**src/rtl/rv_fetch_ctrl.sv**
```systemverilog
// rv_fetch_ctrl: RV32I fetch sequencer, in-order queue, redirect/fault halt.
// Optional: define RV_FETCH_SIGILL_HALT_EN to halt after a popped illegal word.
module rv_fetch_ctrl #(
  parameter int unsigned QUEUE_DEPTH     = 4,
  parameter int unsigned MAX_OUTSTANDING = 2,
  parameter logic [31:0] RESET_PC        = 32'h0000_0000
) (
  input  logic        clk,
  input  logic        rst_n,
  output logic        imem_req_valid,
  input  logic        imem_req_ready,
  output logic [31:0] imem_req_addr,
  input  logic        imem_resp_valid,
  input  logic [31:0] imem_resp_data,
  input  logic        imem_resp_err,
  input  logic        redirect_valid,
  input  logic [31:0] redirect_pc,
  output logic        inst_valid,
  input  logic        inst_ready,
  output logic [31:0] inst,
  output logic [31:0] inst_pc,
  output logic        inst_fault,
  input  logic        dec_sigill,
  output logic        busy
);

  localparam int unsigned AW = $clog2(QUEUE_DEPTH);
  localparam int unsigned CW = AW + 1;

  typedef enum logic {
    RUN  = 1'b0,
    HALT = 1'b1
  } state_t;

  typedef struct packed {
    logic [31:0] inst;
    logic [31:0] pc;
    logic        fault;
  } entry_t;

  entry_t        q [QUEUE_DEPTH];
  entry_t        head_e, wdata;
  state_t        state, n_state;
  logic [AW-1:0] head, tail, n_head, n_tail, widx;
  logic [CW-1:0] occ, outs, drop;
  logic [CW-1:0] n_occ, n_outs, n_drop;
  logic [CW:0]   credit;
  logic [31:0]   fetch_pc, n_fetch, resp_pc, n_rpc;
  logic          req_q, n_req, we;
  logic          fire, pop, keep, misal, sig_halt;

  assign head_e = q[head];
  assign fire   = req_q & imem_req_ready;
  assign pop    = inst_valid & inst_ready;
  assign keep   = imem_resp_valid & (drop == '0);
  assign misal  = redirect_valid & (redirect_pc[1:0] != 2'b00);
  assign n_outs = outs + CW'(fire) - CW'(imem_resp_valid);

`ifdef RV_FETCH_SIGILL_HALT_EN
  assign sig_halt = pop & dec_sigill & ~head_e.fault;
`else
  assign sig_halt = 1'b0;
  logic unused_sigill;
  assign unused_sigill = dec_sigill;
`endif

  // Next-state: queue pointers, drop credit, fetch/response PCs, issue
  always_comb begin
    n_head  = head;
    n_tail  = tail;
    n_occ   = occ;
    n_drop  = drop;
    n_state = state;
    n_fetch = fetch_pc;
    n_rpc   = resp_pc;
    we      = 1'b0;
    widx    = tail;
    wdata   = '0;
    credit  = '0;
    n_req   = 1'b0;
    if (fire) n_fetch = fetch_pc + 32'd4;
    if (imem_resp_valid && drop != '0) n_drop = drop - CW'(1);
    if (keep) n_rpc = resp_pc + 32'd4;
    if (redirect_valid) begin
      n_head  = '0;
      n_tail  = '0;
      n_occ   = '0;
      n_drop  = n_outs;
      n_fetch = redirect_pc;
      n_rpc   = redirect_pc;
      n_state = RUN;
      if (misal) begin
        we      = 1'b1;
        widx    = '0;
        wdata   = '{inst: 32'h0, pc: redirect_pc, fault: 1'b1};
        n_tail  = AW'(1);
        n_occ   = CW'(1);
        n_state = HALT;
      end
    end else if (sig_halt) begin
      n_head  = '0;
      n_tail  = '0;
      n_occ   = '0;
      n_drop  = n_outs;
      n_state = HALT;
    end else begin
      if (pop) n_head = head + AW'(1);
      if (keep) begin
        we     = 1'b1;
        n_tail = tail + AW'(1);
        if (imem_resp_err) begin
          wdata   = '{inst: 32'h0, pc: resp_pc, fault: 1'b1};
          n_drop  = n_outs;
          n_state = HALT;
        end else begin
          wdata = '{inst: imem_resp_data, pc: resp_pc, fault: 1'b0};
        end
      end
      n_occ = occ + CW'(we) - CW'(pop);
    end
    credit = {1'b0, n_occ} + {1'b0, n_outs};
    n_req  = (n_state == RUN)
           && (n_outs < CW'(MAX_OUTSTANDING))
           && (credit < (CW + 1)'(QUEUE_DEPTH));
  end

  // Control registers; request valid is registered so it holds until taken
  always_ff @(posedge clk or negedge rst_n) begin
    if (!rst_n) begin
      state    <= RUN;
      head     <= '0;
      tail     <= '0;
      occ      <= '0;
      outs     <= '0;
      drop     <= '0;
      fetch_pc <= RESET_PC;
      resp_pc  <= RESET_PC;
      req_q    <= 1'b0;
    end else begin
      state    <= n_state;
      head     <= n_head;
      tail     <= n_tail;
      occ      <= n_occ;
      outs     <= n_outs;
      drop     <= n_drop;
      fetch_pc <= n_fetch;
      resp_pc  <= n_rpc;
      req_q    <= n_req;
    end
  end

  // Queue storage; contents are masked by occupancy so no reset needed
  always_ff @(posedge clk) begin
    if (we) q[widx] <= wdata;
  end

  assign imem_req_valid = req_q;
  assign imem_req_addr  = fetch_pc;
  assign inst_valid     = (occ != '0);
  assign inst           = inst_valid ? head_e.inst : 32'h0;
  assign inst_pc        = inst_valid ? head_e.pc : 32'h0;
  assign inst_fault     = inst_valid & head_e.fault;
  assign busy           = (outs != '0) | (drop != '0);

endmodule

```
**config.mk**
```make
export PLATFORM = sky130hd
export DESIGN_NAME = rv_fetch_ctrl
export DESIGN_NICKNAME = d
export VERILOG_FILES = /design/src/rtl/rv_fetch_ctrl.sv
export SDC_FILE = /design/constraint.sdc
export NUM_CORES = 1
export LEC_CHECK = 0
export BUFFER_PORTS_ARGS = -buffer_cell sky130_fd_sc_hd__buf_2
export CAP_MARGIN = 0
export CORE_MARGIN = 2
export CORE_UTILIZATION = 60
export CTS_BUF_LIST = sky130_fd_sc_hd__clkbuf_4 sky130_fd_sc_hd__clkbuf_8
export CTS_CLUSTER_DIAMETER = 50
export DETAILED_ROUTE_END_ITERATION = 6
export GPL_ROUTABILITY_DRIVEN = 0
export PLACE_DENSITY = 0.9
export SYNTH_ARGS = -nofsm -noshare
export SYNTH_HDL_FRONTEND = slang
export SYNTH_SLANG_ARGS = --single-unit
```
**constraint.sdc**
```tcl
create_clock -name clk -period 13.6 [get_ports clk]
set_input_delay 1.36 -clock clk [delete_from_list [all_inputs] [get_ports clk]]
set_output_delay 1.36 -clock clk [all_outputs]
set_load 0.01 [all_outputs]
```
* Word-level counts from Yosys, hierarchy flattened
Memories as Yosys holds them, arrays and structs flattened.
Cells that the tools add are included.
Widths: inputs -> output; s select.
** Storage, ports and cells
- Register bits :: 79
- Bits in writable memories :: 260
- Input bits :: 72
- Word-level logic and storage cells :: 72
- Memories kept :: 1
** Cells by class
- $add $sub $neg :: 10
- Magnitude comparators :: 2
- Muxes and demuxes :: 32
- Bitwise operators :: 7
- Reduce and logical (&&, ||, !) cells :: 11
** Memory list
- q :: words 4, bits a word 65, rd ports 1, clocked after memory_dff 0, wr ports 1, line 41 : entry_t q [QUEUE_DEPTH];
** Operators by type and width (count)
- $mux 65 :: 3
- $mux 32 :: 6
- $add 32x3->32 const B :: 2
- $mux 33 :: 1
- $mux 3 :: 5
- $mux 2 :: 6
- $mux 1 :: 11
- $reduce_bool 3->1 :: 3
- $reduce_bool 2->1 :: 4
- $add 3x1->3 :: 2
- $sub 3x1->3 :: 2
- $and 1x1->1 :: 5
- $add 2x1->2 const B :: 2
- $add 3x3->4 :: 1
- $lt 4x3->1 const B :: 1
- $logic_and 1x1->1 :: 3
- $logic_not 3->1 :: 1
- $lt 3x2->1 const B :: 1
- $sub 3x1->3 const B :: 1
- $not 1->1 :: 1
- $or 1x1->1 :: 1

* Depth between registers and ports, before layout
Gate-level depths: netlist (run 1).
- Word-level depth :: 10
- Mapped depth :: 13
- Depth with buffers taken out :: 12

* Least setup slack after synthesis (run 1)
No wires, ideal clock.
- Kind :: input port to flip-flop
- From :: input redirect_valid
- To :: memory q[0][0] (netlist name) (enable)
- Library setup time :: 510 ps
- Data arrival time :: 5167 ps
- Setup slack :: 7923 ps
- Stages :: 4
- Path buffers :: 2
- Path through :: clkbuf_1 -> buf_1 -> nor2_1 -> a21oi_1
** On the way
- Cells in the longest elaborated chain, start to end :: 5
- Elaborated cells on any way between the ends :: 7
- Classes of those cells :: 6 x mux; 1 x bitwise
** RTL lines
- start: declaration :: line 16 : input logic redirect_valid,
- $and 1x1->1 :: line 56 : assign misal = redirect_valid & (redirect_pc[1:0] != 2'b00);
- $mux 1 :: line 92 : if (misal) begin
- $mux 1 :: line 84 : if (redirect_valid) begin
- $mux 1 :: line 154 : if (we) q[widx] <= wdata;
- $mux 1 (implied by the code) :: line 154
- end: declaration :: line 41
Parallel ways exist; a longest one is shown, timed or not.

* Worst setup path after layout (run 1)
- From :: register head[0]
- To :: output inst_pc[22]
** On the way
- Cells in the longest elaborated chain, start to end :: 2
** RTL lines
- start: declaration :: line 44 : logic [AW-1:0] head, tail, n_head, n_tail, widx;
- start signal: assignment :: line 141 : head <= n_head;
- $mem_v2 4x65
- $mux 32 :: line 161 : assign inst_pc = inst_valid ? head_e.pc : 32'h0;
- end: declaration :: line 21 : output logic [31:0] inst_pc,
Every way passes these cells.

==> results.md, run 1 <==
* Largest net degree at the start of global routing at 80
* Most instantiated library cell after synthesis: edfxtp_1
* Netlist area before placement at 0.01482 mm²
* Cells after Synth at 951
* Worst Path Max Fanout at 48
* Power Dens Cells at 158.4 mW/mm²
* Max-cap check violation count at 0
* Ratio of final minimum period to clock period at 0.3230
* Result of the run: completed
* Number of violations reported at the end of detailed-routing iteration 0 at 946
* Root Buffer: clkbuf_8
* Area fraction of the dominant cell type after synthesis at 0.5267
* Crit path depth at 4
* Crit path required time at 12240 ps
* Chain of cells forming the critical path: buf_4 > mux4_2 > and2_1 > buf_2
* Final count of negative-setup-slack endpoints at 0
* Residual DRC count at 0
* Number of distinct library cells after synthesis at 62
* Average size of a mapped cell at 15.59 µm²
* Cts repair resizes at 0
* Count of buffering cells on the critical path with inverters included at 2
* Transition time at the pin with the least slew margin at 1191 ps
* Share of synthesized registers carrying an async set or reset at 0.2330
* Min Clock Period, post-route at 4393 ps
* CP max stage cell: buf_4
* TritonCTS clock tree: yes
* Startpoint of the most critical setup path: head[0]
* Syn Nets at 1035
* Achievable frequency at 227.6 MHz
* Arrival time at the worst endpoint at 3030 ps
* Rel. slew slack at 0.1975
* Vias post-DR at 8881
* DR pass1 iterations at 6
* Hold wc startpoint: imem_req_addr[1]
* Area growth from synthesis to final layout at 14.68%
* Post-layout nets at 1221
* Number of enable-type register cells in the synthesized netlist at 260
* Ant. Diodes at 0
* Leading post-synthesis cells by cell area: edfxtp_1 (53%), dfrtp_1 (13%), mux4_2 (9.9%), and2_1 (4.1%), a22o_1 (1.6%)
* Post-detail-place hpwl at 19.44 mm
* Ratio of cells with drive above 1 in the final layout at 0.3237
* Number of global-route vias before repair at 8958
* Pleak at 6.502 nW
* Worst reg-to-reg setup slack at 9520 ps
* Horizontal die dimension at 161.2 µm
* Starting Density at 0.6096
* Drt via density at 5.929
* Number of cells on the worst hold path at 2
* Number of rows in the core area at 57
* Worst Setup Slack post-DPL at 9296 ps
* Ys flop type: edfxtp_1
* CORE AREA at 0.02432 mm²
* Final hold violation count at 0
* Total global routing overflow at 0
* Max-slew violation total from the final report at 0
* Worst Reg-to-Reg Cells at 12
* Startpoint of the most critical register-to-register path: occ[1]
* Post-route standard cell area excluding fillers at 0.01700 mm²
* Number of CTS-inserted buffers at 53
* Hold Path Class: reg2reg
* Post-route worst setup slack at 9207 ps
* RSZ-0062 raised after global routing: false
* Smallest hold slack at 541.7 ps
* Number of antenna violations at the first check in global routing at 0
* Die outline area at 0.02598 mm²
* GRT Total Usage at 0.2396
* Clock slew at reported path FFs at 60 ps
* Post-layout util at 0.6990
* Total Neg Setup Slack at 0 ps
* Clk Latency, worst-skew pair at 560 ps
* Number of ports placed on the die boundary at 172
* Worst-case clock buffer depth at 3
* Kind of critical path: reg2out
* Post-synth top cells: edfxtp_1 (260), and2_1 (98), dfrtp_1 (79)
* Post-cts hold buffer count at 0
* Per-cell routed wire length at 20.39 µm
* Setup crit start kind: flip-flop
* Crit path max-delay family: buffers and inverters
* Global-route wire length before repair at 48.25 mm
* Seq/Total Area, Yosys at 0.6600
* Post-CTS setup buffers at 0
* Depth of the CTS H-tree at 2
* Total Power Consumption at 2.693 mW
* Highest ir drop seen on vdd at 0.08474 mV
* Flip-flop and latch count after synthesis at 339
* Clk_skew at 21.76 ps
* Yosys synthesis warning count at 0
* Final standard cell count with taps included and fillers excluded at 1498
* Post-placement cell area at 0.01600 mm²
* Number of port buffers at 170
* Remaining antenna violation count at 0
* Worst Setup End Kind: output pin
* Dpl cells at 1406
* Die Y-Extent at 161.2 µm
* Leading area contributor after synthesis: edfxtp_1
* Post-detailed-routing wire length at 30.55 mm
* Slowest stage delay, CP at 810 ps
* Clock sink total at 339
final timing paths:
| check | to |
|---|---|
| max reg2reg | imem_req_valid |
| min | imem_req_addr[1] |
| max in group asynchronous | head[0] |
| max | inst_pc[22] |
| min in group asynchronous | imem_req_addr[31] |
| min reg2reg | imem_req_addr[1] |
per-layer routing:
| metal | wire, µm | track usage |
|---|---|---|
| met2 | 15200 | 0.3978 |
| met1 | 12560 | 0.3397 |
| met4 | 453 | 0.05763 |
| met3 | 2336 | 0.03929 |
| met5 | 0 | 0 |
sequential cells by signal, indices dropped and copies added (netlist names):
register / count
q: 260
occ: 3
state: 1
resp_pc: 32
drop: 3
imem_req_addr: 32
imem_req_valid: 1
tail: 2
head: 2
outs: 3
placed cells by master (no fill, tap or decap), types with 9 or more instances in the layout:
| cell type | synthesis | final |
|---|---|---|
| mux4_2 | 65 | 65 |
| edfxtp_1 | 260 | 260 |
| ha_1 | 10 | 10 |
| buf_2 | 11 | 169 |
| dfrtp_1 | 79 | 77 |
| clkbuf_8 | 0 | 56 |
| o21ai_0 | 24 | 24 |
| nand3_1 | 23 | 23 |
| nor3_1 | 12 | 11 |
| and2_1 | 98 | 98 |
| nand2_1 | 47 | 47 |
| buf_4 | 1 | 12 |
| clkinv_1 | 0 | 9 |
| clkbuf_4 | 0 | 21 |
| nor2_1 | 32 | 28 |
| inv_1 | 24 | 24 |
| xor2_1 | 18 | 18 |
| xnor2_1 | 26 | 26 |
| nand4_1 | 11 | 11 |
| a22o_1 | 27 | 27 |
| a21oi_1 | 14 | 13 |
| mux2_2 | 12 | 12 |
| and3_1 | 13 | 12 |
| nand2b_1 | 9 | 9 |
power breakdown:
part	total, mW	leakage, nW	switching, mW	internal, mW
logic	0.634	2.42	0.341	0.293
clock network	0.794	0.529	0.359	0.435
registers	1.27	3.55	0.0655	1.20
worst reg2reg max path: stages, from the launching register on:
cell and delay (ps):
dfrtp_1 410, or3_2 940, and2_1 420, ha_1 290, inv_1 60, ha_1 130
inv_1 50, fa_1 370, xnor2_1 170, nor2_1 80, ha_1 320, or4_1 410
nor4_1 290
cells by family after synthesis:
family / count (synthesis) / synth area share
DFF: 339 / 0.6600
and+or+nand+nor: 292 / 0.1198
AOI/OAI and AO/OA: 108 / 0.05182
muxes: 82 / 0.1112
buffers and inverters: 74 / 0.02000
xor gates and xnor gates: 44 / 0.02600
adders and majority gates: 12 / 0.01114
area by class of cell:
class | instances | area (µm²)
clock buffers | 77 | 928.4
clock inverters | 15 | 68.82
fillers | 1573 | 7320
inverters | 24 | 90.09
multi-input cells | 538 | 4782
flip-flops and latches | 339 | 9789
well taps | 324 | 405.4
repair buffers | 181 | 935.9
Power figures use the tool's default switching activity.
==> inputs of run 2 (changes only) <==
--- a/config.mk
+++ b/config.mk
@@ -5,15 +5,16 @@
 export SDC_FILE = /design/constraint.sdc
 export NUM_CORES = 1
 export LEC_CHECK = 0
+export ABC_AREA = 1
 export BUFFER_PORTS_ARGS = -buffer_cell sky130_fd_sc_hd__buf_2
 export CAP_MARGIN = 0
 export CORE_MARGIN = 2
-export CORE_UTILIZATION = 60
+export CORE_UTILIZATION = 55
 export CTS_BUF_LIST = sky130_fd_sc_hd__clkbuf_4 sky130_fd_sc_hd__clkbuf_8
 export CTS_CLUSTER_DIAMETER = 50
 export DETAILED_ROUTE_END_ITERATION = 6
 export GPL_ROUTABILITY_DRIVEN = 0
-export PLACE_DENSITY = 0.9
+export PLACE_DENSITY = 0.86
 export SYNTH_ARGS = -nofsm -noshare
 export SYNTH_HDL_FRONTEND = slang
 export SYNTH_SLANG_ARGS = --single-unit
==> constraint.sdc (replaced) <==
create_clock -name clk -period 4 [get_ports clk]
set_input_delay 0.4 -clock clk [delete_from_list [all_inputs] [get_ports clk]]
set_output_delay 0.4 -clock clk [all_outputs]
set_load 0.01 [all_outputs]
==> run 2 against run 1 <==
- synthesized cell count rose by 75%
- largest power group unchanged
- sequential share of layout area fell by 3.9 points
- clock-buffer cell count fell by 9
- power rose to 3.8 times the previous value
- non-clock buffer count rose by 14
- utilization fell by 6.1 points
- wire length rose by 33%
- highest routed layer unchanged
==> results.md, run 2 <==
* Result of the run: completed
* Worst reg-to-reg setup slack at 1060 ps
* Area fraction of the dominant cell type after synthesis at 0.4887
* Max-slew violation total from the final report at 0
* Number of cells on the worst hold path at 3
* Hold Path Class: in2reg
* Cells after Synth at 1667
* Flip-flop and latch count after synthesis at 339
* Vias post-DR at 12870
* Share of synthesized registers carrying an async set or reset at 0.2330
* Leading post-synthesis cells by cell area: edfxtp_1 (49%), dfrtp_1 (12%), nor2_1 (8.6%), nand2_1 (7.6%), o21ai_0 (5.2%)
* Startpoint of the most critical register-to-register path: drop[0]
* Achievable frequency at 311.6 MHz
* Syn Nets at 1751
* Worst Path Max Fanout at 50
* Most instantiated library cell after synthesis: nor2_1
* Ant. Diodes at 0
* Post-synth top cells: nor2_1 (366), nand2_1 (322), edfxtp_1 (260)
* Max Used Layer: met4
* Arrival time at the worst endpoint at 2810 ps
* Cts repair resizes at 0
* Min Clock Period, post-route at 3209 ps
* CORE AREA at 0.02863 mm²
* Post-Route M1 WL at 15.95 mm
* Clk_skew at 20.22 ps
* Leading cell type in the layout, fill and taps excluded: nor2_1
* Final count of negative-setup-slack endpoints at 0
* Number of enable-type register cells in the synthesized netlist at 260
* Crit path max-delay family: buffers and inverters
* Kind of critical path: reg2out
* Post-layout nets at 1914
* Hold wc startpoint: inst_ready
* Die outline area at 0.03043 mm²
* Depth of the CTS H-tree at 2
* Number of antenna violations at the first check in global routing at 0
* Total global routing overflow at 0
* Average size of a mapped cell at 9.583 µm²
* Remaining antenna violation count at 0
* Clk Latency, worst-skew pair at 600 ps
* Worst Reg-to-Reg Cells at 15
* Ys flop type: edfxtp_1
* Post-detailed-routing wire length at 40.53 mm
* Largest net degree at the start of global routing at 66
* Rel. slew slack at 0.3537
* Post-CTS setup buffers at 0
* Final standard cell count with taps included and fillers excluded at 2256
* Slowest stage delay, CP at 640 ps
* Post-detail-place hpwl at 25.31 mm
* Post-cts hold buffer count at 1
* Root Buffer: clkbuf_8
* Worst hold path endpoint: head[0]
* DR pass1 iterations at 6
* Number of global-route vias before repair at 12550
* Starting Density at 0.5581
* Sum of met3 wire segment lengths after detailed routing at 3.556 mm
* Leading area contributor after synthesis: edfxtp_1
* Number of CTS-inserted buffers at 52
* Number of ports placed on the die boundary at 172
* Pleak at 7.345 nW
* Wire length on met2 at 19.69 mm
* Final hold violation count at 0
* Netlist area before placement at 0.01598 mm²
* RSZ-0062 raised after global routing: false
* Ratio of cells with drive above 1 in the final layout at 0.1693
* Area growth from synthesis to final layout at 14.25%
* Global-route wire length before repair at 63.96 mm
* Yosys synthesis warning count at 0
* Worst-case clock buffer depth at 3
* Transition time at the pin with the least slew margin at 969.4 ps
* Critical register-to-register path endpoint: imem_req_valid
* Number of port buffers at 170
* Drt via density at 5.703
* Die Y-Extent at 174.4 µm
* Clock slew at reported path FFs at 60 ps
* Residual DRC count at 0
* Setup crit start kind: flip-flop
* Highest ir drop seen on vdd at 0.2387 mV
* Number of violations reported at the end of detailed-routing iteration 0 at 1357
* GRT Total Usage at 0.2657
* Power Dens Cells at 557.0 mW/mm²
* Count of buffering cells on the critical path with inverters included at 3
* Total Neg Setup Slack at 0 ps
* Number of rows in the core area at 62
* Seq/Total Area, Yosys at 0.6125
* TritonCTS clock tree: yes
* CP max stage cell: dfrtp_4
* Per-cell routed wire length at 17.97 µm
* Worst Setup End Kind: output pin
* Clock sink total at 339
* Dpl cells at 2159
* Max FFs per register at 260
* Ratio of final minimum period to clock period at 0.8023
* Number of distinct library cells after synthesis at 45
* Horizontal die dimension at 174.4 µm
* Max-cap check violation count at 0
* Most used cells in the layout excluding fill and tap cells: nor2_1 (366), nand2_1 (322), edfxtp_1 (260)
* Crit path required time at 3600 ps
* Chain of cells forming the critical path: inv_2 > buf_4 > o21ai_0 > a21oi_1 > buf_2
* Largest Register: q
-- run 2: cell types whose count changed after synthesis, sizes merged, moves of 22 or more --
cell | previous run | this run
a21oi | 14 | 76
a22o | 27 | 4
and2 | 98 | 1
buf | 17 | 49
inv | 24 | 89
mux4 | 65 | 0
nand2 | 47 | 329
nand3 | 25 | 84
nor2 | 32 | 383
o21ai | 27 | 168
xnor2 | 26 | 4
-- run 2: how the worst max path moves through the flow --
stage                     slack [ps]  startpoint             end  cells after the start
after floorplan                -1970     drop[0]         q[1][0]                      8
after global placement          1160     drop[0]  imem_req_valid                     15
after detailed placement        1130     drop[0]  imem_req_valid                     15
after CTS                        790     head[0]        inst[21]                      5
after global routing             590     head[0]      inst_fault                      5
final                            790     head[0]        inst[21]                      5
-- run 2: worst reg2reg max path: cells and delay by family (launching register included) --
| kind | cells | cell delay, ps |
|---|---|---|
| AO/OA/AOI/OAI | 2 | 280 |
| adder cells (fa/ha/maj) | 4 | 1010 |
| buffers and inverters | 4 | 420 |
| flip-flops | 1 | 380 |
| AND/OR/NAND/NOR | 5 | 790 |
-- run 2: logic make-up after synthesis --
kind of cell	Yosys count	synth area share
AO/OA/AOI/OAI	303	0.1075
XOR/XNOR	19	0.01042
adder cells (fa/ha/maj)	12	0.01034
buffers and inverters	176	0.04832
flip-flops	339	0.6125
AND/OR/NAND/NOR	818	0.2109
-- run 2: layout make-up --
cell class | count | area (µm²)
Multi-Input combinational cell | 1152 | 5451
Tap cell | 384 | 480.5
Inverter | 90 | 340.3
Clock buffer | 68 | 842.1
Fill cell | 2221 | 10370
Sequential cell | 339 | 9789
Timing Repair Buffer | 195 | 1106
Clock inverter | 28 | 241.5
-- run 2: power by group --
part / internal (mW) / total [mW] / switching (mW)
Clock: 1.64 / 2.99 / 1.34
Combinational: 0.924 / 2.79 / 1.87
Sequential: 4.14 / 4.39 / 0.254
-- run 2: routing by layer --
layer	global-route usage	vias to the layer above
met5	0	-
met4	0.1085	0
met3	0.03762	107
met2	0.4421	693
met1	0.3534	6080
li1	-	5985
-- run 2: stage by stage --
step	util	total power, mW	hold WS (ps)	setup slack [ps]	cell area, µm²
2_1_floorplan	-	6.169	104.4	-1969	15990
3_3_place_gp	0.5994	7.100	455.7	1159	17160
3_5_place_dp	0.5994	7.215	460.4	1133	17160
4_1_cts	0.6376	10.20	77.04	786.2	18250
5_1_grt	0.6376	10.70	122.9	594.1	18250
6_report	0.6376	10.17	100.0	790.7	18250
